==> config.mk <==
export PLATFORM = sky130hd
export DESIGN_NAME = uart_rx
export DESIGN_NICKNAME = d
export VERILOG_FILES = /design/src/rtl/uart_rx.sv
export SDC_FILE = /design/constraint.sdc
export NUM_CORES = 1
export LEC_CHECK = 0
export ABC_AREA = 1
export CORE_UTILIZATION = 38
export CTS_BUF_LIST = sky130_fd_sc_hd__clkbuf_8
export DETAILED_ROUTE_END_ITERATION = 10
export GPL_ROUTABILITY_DRIVEN = 0
export GPL_TIMING_DRIVEN = 0
export HOLD_SLACK_MARGIN = 0.06
export PLACE_DENSITY_LB_ADDON = 0.12
export SYNTH_ARGS = -nofsm -noshare
export SYNTH_HDL_FRONTEND = slang
export SYNTH_SLANG_ARGS = --single-unit
==> constraint.sdc <==
create_clock -name clk -period 2.3 [get_ports clk]
set_input_delay 0.345 -clock clk [delete_from_list [all_inputs] [get_ports clk]]
set_output_delay 0.345 -clock clk [all_outputs]
set_load 0.02 [all_outputs]
==> src/rtl/uart_rx.sv <==
`default_nettype none
// ============================================================================
//  Module   : uart_rx
//  Purpose  : Oversampling UART receiver. Synchronizes the serial line,
//             detects a start bit, reassembles an LSB-first frame, checks
//             optional parity and the stop bit, and emits one-cycle strobes.
//  Ports    : clk, rst       - clock, synchronous active-high reset
//             rx_in          - serial line (idle high, asynchronous)
//             prescale[5:0]  - oversampling ratio (8, 16 or 32)
//             par_en/par_typ - parity enable / 0 even, 1 odd
//             p_data         - last good byte (held between good frames)
//             data_valid     - one-cycle strobe, p_data updated
//             par_err        - one-cycle strobe, parity mismatch
//             stp_err        - one-cycle strobe, stop bit sampled low
//  Build    : define UART_RX_GLITCH_FILTER_EN for 2-of-3 majority sampling;
//             undefined gives a single sample at mid-bit.
//  Revision : 1.0 - initial release
// ============================================================================
module uart_rx #(
    parameter int DATA_WIDTH = 8
) (
    input  logic                  clk,
    input  logic                  rst,
    input  logic                  rx_in,
    input  logic [5:0]            prescale,
    input  logic                  par_en,
    input  logic                  par_typ,
    output logic [DATA_WIDTH-1:0] p_data,
    output logic                  data_valid,
    output logic                  par_err,
    output logic                  stp_err
);

    localparam int CNT_W = (DATA_WIDTH > 1) ? $clog2(DATA_WIDTH) : 1;

    localparam logic [2:0] S_IDLE   = 3'd0;
    localparam logic [2:0] S_START  = 3'd1;
    localparam logic [2:0] S_DATA   = 3'd2;
    localparam logic [2:0] S_PARITY = 3'd3;
    localparam logic [2:0] S_STOP   = 3'd4;
    localparam logic [2:0] S_BREAK  = 3'd5;

    logic                  r_sync1;
    logic                  r_rx_s;
    logic [2:0]            r_state;
    logic [2:0]            w_state_nxt;
    logic [5:0]            r_tick;
    logic [CNT_W-1:0]      r_bit;
    logic [5:0]            r_p;
    logic                  r_par_en;
    logic                  r_par_typ;
    logic                  r_par_bad;
    logic [DATA_WIDTH-1:0] r_shift;
    logic [5:0]            w_half;
    logic                  w_last_tick;
    logic                  w_bit_last;
    logic                  w_start_det;
    logic                  w_bit;
    logic                  w_dv_nxt;
    logic                  w_pe_nxt;
    logic                  w_se_nxt;

    assign w_half      = {1'b0, r_p[5:1]};
    assign w_last_tick = (r_tick == (r_p - 6'd1));
    assign w_bit_last  = (r_bit == CNT_W'(DATA_WIDTH - 1));
    assign w_start_det = (r_state == S_IDLE) && !r_rx_s;

    // Two-flop synchronizer; resets high so reset never looks like a start bit.
    always_ff @(posedge clk) begin
        if (rst) begin
            r_sync1 <= 1'b1;
            r_rx_s  <= 1'b1;
        end else begin
            r_sync1 <= rx_in;
            r_rx_s  <= r_sync1;
        end
    end

`ifdef UART_RX_GLITCH_FILTER_EN
    // Three samples around mid-bit; the decision is the 2-of-3 majority.
    logic [2:0] r_samp;

    always_ff @(posedge clk) begin
        if (rst) begin
            r_samp <= 3'b111;
        end else if ((r_tick == (w_half - 6'd1)) || (r_tick == w_half) ||
                     (r_tick == (w_half + 6'd1))) begin
            r_samp <= {r_samp[1:0], r_rx_s};
        end
    end

    assign w_bit = (r_samp[0] & r_samp[1]) | (r_samp[1] & r_samp[2]) |
                   (r_samp[0] & r_samp[2]);
`else
    logic r_samp;

    always_ff @(posedge clk) begin
        if (rst) begin
            r_samp <= 1'b1;
        end else if (r_tick == w_half) begin
            r_samp <= r_rx_s;
        end
    end

    assign w_bit = r_samp;
`endif

    // State register
    always_ff @(posedge clk) begin
        if (rst) begin
            r_state <= S_IDLE;
        end else begin
            r_state <= w_state_nxt;
        end
    end

    // Next state and strobe decode; strobes are registered one cycle later,
    // which places them on the IDLE cycle following the stop bit.
    always_comb begin
        w_state_nxt = r_state;
        w_dv_nxt    = 1'b0;
        w_pe_nxt    = 1'b0;
        w_se_nxt    = 1'b0;
        case (r_state)
            S_IDLE: begin
                if (!r_rx_s) begin
                    w_state_nxt = S_START;
                end
            end
            S_START: begin
                if (w_last_tick) begin
                    w_state_nxt = w_bit ? S_IDLE : S_DATA;
                end
            end
            S_DATA: begin
                if (w_last_tick && w_bit_last) begin
                    w_state_nxt = r_par_en ? S_PARITY : S_STOP;
                end
            end
            S_PARITY: begin
                if (w_last_tick) begin
                    w_state_nxt = S_STOP;
                end
            end
            S_STOP: begin
                if (w_last_tick) begin
                    if (!w_bit) begin
                        w_se_nxt    = 1'b1;
                        w_pe_nxt    = r_par_bad;
                        w_state_nxt = S_BREAK;
                    end else if (r_par_bad) begin
                        w_pe_nxt    = 1'b1;
                        w_state_nxt = S_IDLE;
                    end else begin
                        w_dv_nxt    = 1'b1;
                        w_state_nxt = S_IDLE;
                    end
                end
            end
            S_BREAK: begin
                if (r_rx_s) begin
                    w_state_nxt = S_IDLE;
                end
            end
            default: begin
                w_state_nxt = S_IDLE;
            end
        endcase
    end

    // Datapath, counters and registered outputs
    always_ff @(posedge clk) begin
        if (rst) begin
            r_tick     <= 6'd0;
            r_bit      <= '0;
            r_p        <= 6'd16;
            r_par_en   <= 1'b0;
            r_par_typ  <= 1'b0;
            r_par_bad  <= 1'b0;
            r_shift    <= '0;
            p_data     <= '0;
            data_valid <= 1'b0;
            par_err    <= 1'b0;
            stp_err    <= 1'b0;
        end else begin
            // The start-detect cycle is tick 0, so the counter leaves IDLE at 1.
            if (r_state == S_IDLE) begin
                r_tick <= w_start_det ? 6'd1 : 6'd0;
            end else if (r_state == S_BREAK) begin
                r_tick <= 6'd0;
            end else if (w_last_tick) begin
                r_tick <= 6'd0;
            end else begin
                r_tick <= r_tick + 6'd1;
            end

            // Frame configuration is frozen for the whole frame.
            if (w_start_det) begin
                r_p       <= prescale;
                r_par_en  <= par_en;
                r_par_typ <= par_typ;
                r_par_bad <= 1'b0;
                r_bit     <= '0;
            end

            if ((r_state == S_DATA) && w_last_tick) begin
                r_shift <= {w_bit, r_shift[DATA_WIDTH-1:1]};
                r_bit   <= r_bit + CNT_W'(1);
            end

            if ((r_state == S_PARITY) && w_last_tick) begin
                r_par_bad <= (w_bit != ((^r_shift) ^ r_par_typ));
            end

            data_valid <= w_dv_nxt;
            par_err    <= w_pe_nxt;
            stp_err    <= w_se_nxt;
            if (w_dv_nxt) begin
                p_data <= r_shift;
            end
        end
    end

endmodule
`default_nettype wire

=== Yosys cells after proc, flatten, opt, wreduce, memory -nomap -nowiden ===
Index checks and enable logic that the tools add are counted.

* Register bits after elaboration: 43
* Bits in latches: 0
* Bits in writable memories: 0
* Memory bits (read-only): 0
* Input port bits: 11
* Output and inout port bits: 11
* Word-level logic and storage cells: 72
* Memories kept: 0

* $add $sub $neg: 3
* Multipliers: 0
* Div/mod/pow operators: 0
* Order comparisons: 0
* Equal/unequal tests: 15
* Shifts and indexed selects: 0
* Muxes and demuxes: 25
* Bitwise logic cells: 3
* Reduce and logical (&&, ||, !) cells: 11

{| class="wikitable"
|+ Operators with widths
! operator !! count
|-
| two-way mux 3 bit || 10
|-
| two-way mux 6 bit || 3
|-
| one-hot mux 3 bit (6 select lines) || 1
|-
| != test 2 bit (second input constant) || 6
|-
| two-way mux 1 bit || 10
|-
| equality test 3 bit (second input constant) || 3
|-
| parity 8 bit || 1
|-
| adder 6 x 1 -> 6 bit (second input constant) || 1
|-
| equality test 3 x 2 -> 1 bit (second input constant) || 2
|-
| equality test 6 x 5 -> 1 bit || 1
|-
| equality test 6 bit || 1
|-
| AND reduction 6 bit || 1
|-
| subtractor 6 x 1 -> 6 bit (second input constant) || 1
|-
| logical AND 1 bit || 4
|-
| nonzero test 2 bit || 2
|-
| adder 3 x 1 -> 3 bit (second input constant) || 1
|-
| equality test 3 x 1 -> 1 bit (second input constant) || 1
|-
| zero test 3 bit || 1
|-
| OR reduction 3 bit || 1
|-
| two-way mux 2 bit || 1
|-
| NOT 1 bit || 2
|-
| zero test 1 bit || 1
|-
| != test 1 bit || 1
|-
| bitwise XOR 1 bit || 1
|}

=== Depth between registers and ports, before layout ===
* Depth after elaboration: 5
* Depth in mapped cells: 14
* Gate-level depth less buffers: 13

=== Worst setup path after synthesis ===
OpenSTA, ideal clock, no wires.

* Path type: register to register
* Start point: register r_p[1]
* End point: register r_bit[1]
* Library setup time: 0.129 ns
* Data arrival time: 1.653 ns
* Data required time: 2.171 ns
* Path slack: 0.518 ns
* Cell stages (with the launch flop): 15
* Path buffers: 1
* Clock period less this slack: 1.782 ns
* Cell sequence: dfxtp_1 > inv_1 > ha_1 > inv_1 > nand2_1 > nand2_1 > nor2_1 > nand2_1 > nor2_4 > nand3_4 > nor2_4 > inv_2 > buf_6 > nand3_1 > a21oi_2

* Word-level cells in the longest chain between the ends: 4
* Elaborated cells on any way between the ends: 5
* Classes of those cells: add/sub: 1; eq/ne: 1; mux: 1; reduce/logical: 2

{| class="wikitable"
|+ RTL lines
! what !! line !! source
|-
| from (decl) || 49 || <nowiki>logic [5:0] r_p;</nowiki>
|-
| from (signal assigned) || 199 || <nowiki>r_p <= prescale;</nowiki>
|-
| subtractor 6 x 1 -> 6 bit (*) || 64 || <nowiki>assign w_last_tick = (r_tick == (r_p - 6'd1));</nowiki>
|-
| equality test 6 bit (*) || 64 ||
|-
| logical AND 1 bit (*) || 206 || <nowiki>if ((r_state == S_DATA) && w_last_tick) begin</nowiki>
|-
| two-way mux 3 bit / nonzero test 2 bit (equally long branches) || n/a ||
|-
| to (signal assigned) || 208 || <nowiki>r_bit <= r_bit + CNT_W'(1);</nowiki>
|-
| to (decl) || 48 || <nowiki>logic [CNT_W-1:0] r_bit;</nowiki>
|}

Mark *: on every way between the ends. The rest lies on a longest branch, timed or not.
A chain may end at the register's enable or synchronous reset.

=== Worst setup path after layout ===
* Start point: register r_p[1]
* End point: register p_data[3]

* Word-level cells in the longest chain between the ends: 4

{| class="wikitable"
|+ RTL lines
! what !! line !! source
|-
| subtractor 6 x 1 -> 6 bit || 64 ||
|-
| equality test 6 bit || 64 ||
|-
| two-way mux 1 bit || 146 || <nowiki>if (w_last_tick) begin</nowiki>
|-
| two-way mux 1 bit || 124 || <nowiki>case (r_state)</nowiki>
|-
| to (signal assigned) || 219 || <nowiki>p_data <= r_shift;</nowiki>
|-
| to (decl) || 28 || <nowiki>output logic [DATA_WIDTH-1:0] p_data,</nowiki>
|}

Every way passes these cells.

==> metrics.txt <==
# TYPE chip_impl_metric gauge
chip_impl_metric{name="max_slew.worst_pin.slew",unit="ps"} 492.2
chip_impl_metric{name="tns",unit="ps"} 0
chip_impl_metric{name="total_detailed_routing_wirelength",unit="mm"} 4.428
chip_impl_metric{name="ant_nets",unit=""} 0
chip_impl_metric{name="detailed_place_hpwl",unit="mm"} 3.312
chip_impl_info{name="hold_path.class",value="reg2reg"} 1
chip_impl_info{name="setup.worst_path.start_class",value="flop"} 1
chip_impl_metric{name="antenna_cells",unit=""} 0
chip_impl_metric{name="cts_max_level",unit=""} 2
chip_impl_metric{name="max_clock_freq",unit="GHz"} 0.4908
chip_impl_metric{name="clock_skew",unit="ps"} 6.070
chip_impl_info{name="crit_path_end_kind",value="flop"} 1
chip_impl_info{name="synth_top_area_cell",value="sky130_fd_sc_hd__dfxtp_1"} 1
chip_impl_metric{name="synth_edf_count",unit=""} 0
chip_impl_metric{name="grt_antenna_before_repair",unit=""} 0
chip_impl_metric{name="critPathArrivalTime",unit="ps"} 2230
chip_impl_metric{name="fill_cells",unit=""} 551
chip_impl_metric{name="synthArstFlopShare",unit="%"} 0
chip_impl_metric{name="grt_use_met2",unit="%"} 24.45
chip_impl_info{name="dominantRegCellSynth",value="sky130_fd_sc_hd__dfxtp_1"} 1
chip_impl_metric{name="path_clk_slew",unit="ps"} 80
chip_impl_metric{name="layout_worst_path_cycle_share",unit="%"} 88.58
chip_impl_metric{name="cells_after_synth",unit=""} 286
chip_impl_metric{name="detail_routed_net_length_per_standard_cell",unit="um"} 11.53
chip_impl_metric{name="leakage",unit="nW"} 1.041
chip_impl_info{name="run_status",value="completed"} 1
chip_impl_metric{name="yosysWarnings",unit=""} 0
chip_impl_metric{name="fp.dieW",unit="um"} 76.07
chip_impl_info{name="grt_setup_unrepaired",value="false"} 1
chip_impl_metric{name="maximum_count_of_clock_buffers_along_a_single_path",unit=""} 2
chip_impl_metric{name="drive_gt1_share",unit="%"} 8.917
chip_impl_metric{name="post-route-drc-count",unit=""} 0
chip_impl_metric{name="numCtsBuffers",unit=""} 5
chip_impl_metric{name="maxCapViolCount",unit=""} 0
chip_impl_metric{name="grt.total_usage",unit="%"} 16.26
chip_impl_metric{name="starting_density_of_the_core",unit="%"} 40.05
chip_impl_metric{name="postSynthRegisterBits",unit=""} 43
chip_impl_info{name="gr-max-usage-layer",value="met2"} 1
chip_impl_metric{name="drv_slew",unit=""} 0
chip_impl_metric{name="finalHoldViolCount",unit=""} 0
chip_impl_info{name="criticalPathCategory",value="reg2reg"} 1
chip_impl_metric{name="final_count_of_negative_setup_slack_endpoints",unit=""} 0
chip_impl_metric{name="syn-mean-instance-area",unit="um^2"} 7.288
chip_impl_metric{name="placed_cells",unit=""} 376
chip_impl_metric{name="clk_latency",unit="ps"} 290
chip_impl_metric{name="yosysSeqAreaShare",unit="%"} 41.30
chip_impl_metric{name="nNetsFinal",unit=""} 328
chip_impl_metric{name="port-buffer-count",unit=""} 20
chip_impl_metric{name="final_util",unit="%"} 47.21
chip_impl_metric{name="avgViaCountPerCell",unit=""} 4.745
chip_impl_metric{name="number_of_detailed_routing_iterations_run_before_antenna_repair",unit=""} 4
chip_impl_metric{name="floorplan_die_height",unit="um"} 76.07
chip_impl_info{name="clock-root-buffer",value="sky130_fd_sc_hd__clkbuf_8"} 1
chip_impl_metric{name="cp_data_required_time",unit="ps"} 2490
chip_impl_metric{name="synth.lib_cells_used.distinct",unit=""} 32
chip_impl_info{name="netlist_top_cells_area",value="sky130_fd_sc_hd__dfxtp_1 41%, sky130_fd_sc_hd__nor2_1 11%, sky130_fd_sc_hd__nand2_1 9.0%, sky130_fd_sc_hd__inv_1 4.5%, sky130_fd_sc_hd__o21ai_1 3.8%"} 1
chip_impl_metric{name="grt_first_pass_wirelength",unit="mm"} 7.500
chip_impl_metric{name="critical_path.max_fanout",unit=""} 8
chip_impl_metric{name="syn_to_final_growth",unit="%"} 17.89
chip_impl_metric{name="pwr_density_cell",unit="nW/um^2"} 733.1
chip_impl_metric{name="grt_pass1_vias",unit=""} 1608
chip_impl_metric{name="layout_min_cycle_time",unit="ps"} 2037
chip_impl_info{name="cts_tree",value="built"} 1
chip_impl_metric{name="grtUsageMet3",unit="%"} 3.713
chip_impl_metric{name="worst_ir_drop_vdd",unit="mV"} 0.3275
chip_impl_metric{name="rows",unit=""} 26
chip_impl_metric{name="maximum_number_of_pins_on_one_net_before_global_route_repair",unit=""} 14
chip_impl_metric{name="postCtsSetupBuffers",unit=""} 0
chip_impl_metric{name="floorplan.die_area",unit="um^2"} 5786
chip_impl_metric{name="globalRouteMet1Util",unit="%"} 22.96
chip_impl_metric{name="synth_nets",unit=""} 301
chip_impl_metric{name="clock-sinks",unit=""} 43
chip_impl_metric{name="total_power",unit="mW"} 1.802
chip_impl_metric{name="synthDominantCellAreaShare",unit="%"} 41.30
chip_impl_metric{name="cts-hold-fix-buffers",unit=""} 0
chip_impl_metric{name="boundaryPins",unit=""} 22
chip_impl_metric{name="drt_iter0_drc",unit=""} 95
chip_impl_metric{name="timing.slew.headroom",unit="%"} 67.18
chip_impl_metric{name="core_region_area",unit="um^2"} 5205
chip_impl_metric{name="final_cell_count_no_fill",unit=""} 384
chip_impl_metric{name="dr_total_vias",unit=""} 1822
chip_impl_metric{name="gr-total-overflow",unit=""} 0
chip_impl_metric{name="syn_area",unit="um^2"} 2084
chip_impl_metric{name="post_cts.resized_instances",unit=""} 0
state kept, by name (all words and copies together), names as in the netlist, 3 cells and up:
| name | count |
|---|---|
| r_p | 6 |
| p_data | 8 |
| r_tick | 6 |
| r_shift | 8 |
| r_bit | 3 |
| r_state | 3 |
cells in the mapped netlist, types with 2 or more instances:
cell type,count
sky130_fd_sc_hd__a21oi_1,11
sky130_fd_sc_hd__a21oi_2,2
sky130_fd_sc_hd__a221oi_1,3
sky130_fd_sc_hd__buf_6,2
sky130_fd_sc_hd__clkbuf_1,6
sky130_fd_sc_hd__dfxtp_1,43
sky130_fd_sc_hd__ha_1,4
sky130_fd_sc_hd__inv_1,25
sky130_fd_sc_hd__inv_2,3
sky130_fd_sc_hd__nand2_1,50
sky130_fd_sc_hd__nand2_2,2
sky130_fd_sc_hd__nand3_1,14
sky130_fd_sc_hd__nand3b_1,2
sky130_fd_sc_hd__nor2_1,60
sky130_fd_sc_hd__nor2_2,2
sky130_fd_sc_hd__nor2_4,2
sky130_fd_sc_hd__nor3_1,2
sky130_fd_sc_hd__nor3b_1,2
sky130_fd_sc_hd__o21ai_0,10
sky130_fd_sc_hd__o21ai_1,16
sky130_fd_sc_hd__o22ai_1,2
sky130_fd_sc_hd__or2_2,4
sky130_fd_sc_hd__xnor2_1,7
sky130_fd_sc_hd__xor2_1,4
per-layer routing:
| metal | up-vias | part of all wire, % |
|---|---|---|
| met5 | - | 0 |
| li1 | 977 | - |
| met2 | 31 | 42 |
| met1 | 808 | 53 |
| met3 | 6 | 4.3 |
| met4 | 0 | 1.3 |
logic make-up (layout without fill, tap and decap cells):
| kind of cell | after synthesis | in the layout | synth area share (%) |
|---|---|---|---|
| flip-flops | 43 | 43 | 41.30 |
| buffers and inverters | 36 | 64 | 7.203 |
| XOR/XNOR | 11 | 11 | 4.622 |
| AO/OA/AOI/OAI | 48 | 48 | 13.51 |
| AND/OR/NAND/NOR | 144 | 144 | 30.97 |
| adder cells (fa/ha/maj) | 4 | 4 | 2.401 |
worst paths after layout:
path / depth (start not counted) / from / to / slack, ps
worst max-delay path: 13 / r_p[1] / p_data[3] / 260
worst min-delay path: 1 / r_sync1 / r_rx_s / 440
worst max register to register: 13 / r_p[1] / p_data[3] / 260
worst min register to register: 1 / r_sync1 / r_rx_s / 440
cell usage in the layout (no fill, tap or decap), drive strengths merged:
cell type | Yosys | final
a21oi | 14 | 14
nand3b | 2 | 2
or2 | 4 | 4
dfxtp | 43 | 43
o22ai | 2 | 2
clkinvlp | 0 | 1
nand4 | 1 | 1
o31ai | 1 | 1
nand3 | 16 | 16
clkdlybuf4s50 | 0 | 20
ha | 4 | 4
nor2 | 64 | 64
xnor2 | 7 | 7
nor3b | 2 | 2
nand2 | 52 | 52
a221oi | 3 | 3
xor2 | 4 | 4
clkbuf | 6 | 11
inv | 28 | 29
buf | 2 | 2
o211ai | 1 | 1
o21ai | 26 | 26
clkinv | 0 | 1
nor3 | 3 | 3
o221ai | 1 | 1
worst max-delay path, cell delays in order (launching register included):
cell                      delay [ps]
sky130_fd_sc_hd__dfxtp_1         410
sky130_fd_sc_hd__inv_1            80
sky130_fd_sc_hd__ha_1            290
sky130_fd_sc_hd__inv_1            40
sky130_fd_sc_hd__nand2_1          50
sky130_fd_sc_hd__nand2_1          40
sky130_fd_sc_hd__nor2_1           90
sky130_fd_sc_hd__nand2_1         110
sky130_fd_sc_hd__nor2_4          130
sky130_fd_sc_hd__nand3_4         150
sky130_fd_sc_hd__nor2_2          160
sky130_fd_sc_hd__nand3_2         160
sky130_fd_sc_hd__nor2_1          160
sky130_fd_sc_hd__nor2_1           60
report_power, final:
| part | leakage [nW] | switching (mW) | internal (mW) |
|---|---|---|---|
| Sequential | 0.348 | 0.0601 | 0.793 |
| Clock | 0.0453 | 0.259 | 0.208 |
| Combinational | 0.648 | 0.306 | 0.176 |
| Total | 1.04 | 0.625 | 1.18 |
through the flow:
stage | area (um^2) | worst slack, ps | hold slack [ps]
2_1_floorplan | 2085 | 517.7 | 389.5
3_3_place_gp | 2372 | 255.8 | 405.3
3_5_place_dp | 2372 | 264.4 | 418.4
4_1_cts | 2457 | 260.6 | 440.8
5_1_grt | 2457 | 35.11 | 444.2
6_report | 2457 | 262.7 | 439.5
layout make-up:
cell class,count,area [um^2],area share (%)
plain buffers,8,45.04,1.833
inverters,28,105.1,4.277
clock buffers,5,68.82,2.800
well taps,70,87.58,3.564
clock inverters,3,16.27,0.6619
repair buffers,20,200.2,8.147
multi-input cells,207,1074,43.69
flip-flops and latches,43,860.8,35.03
(Power assumes the default switching activity.)
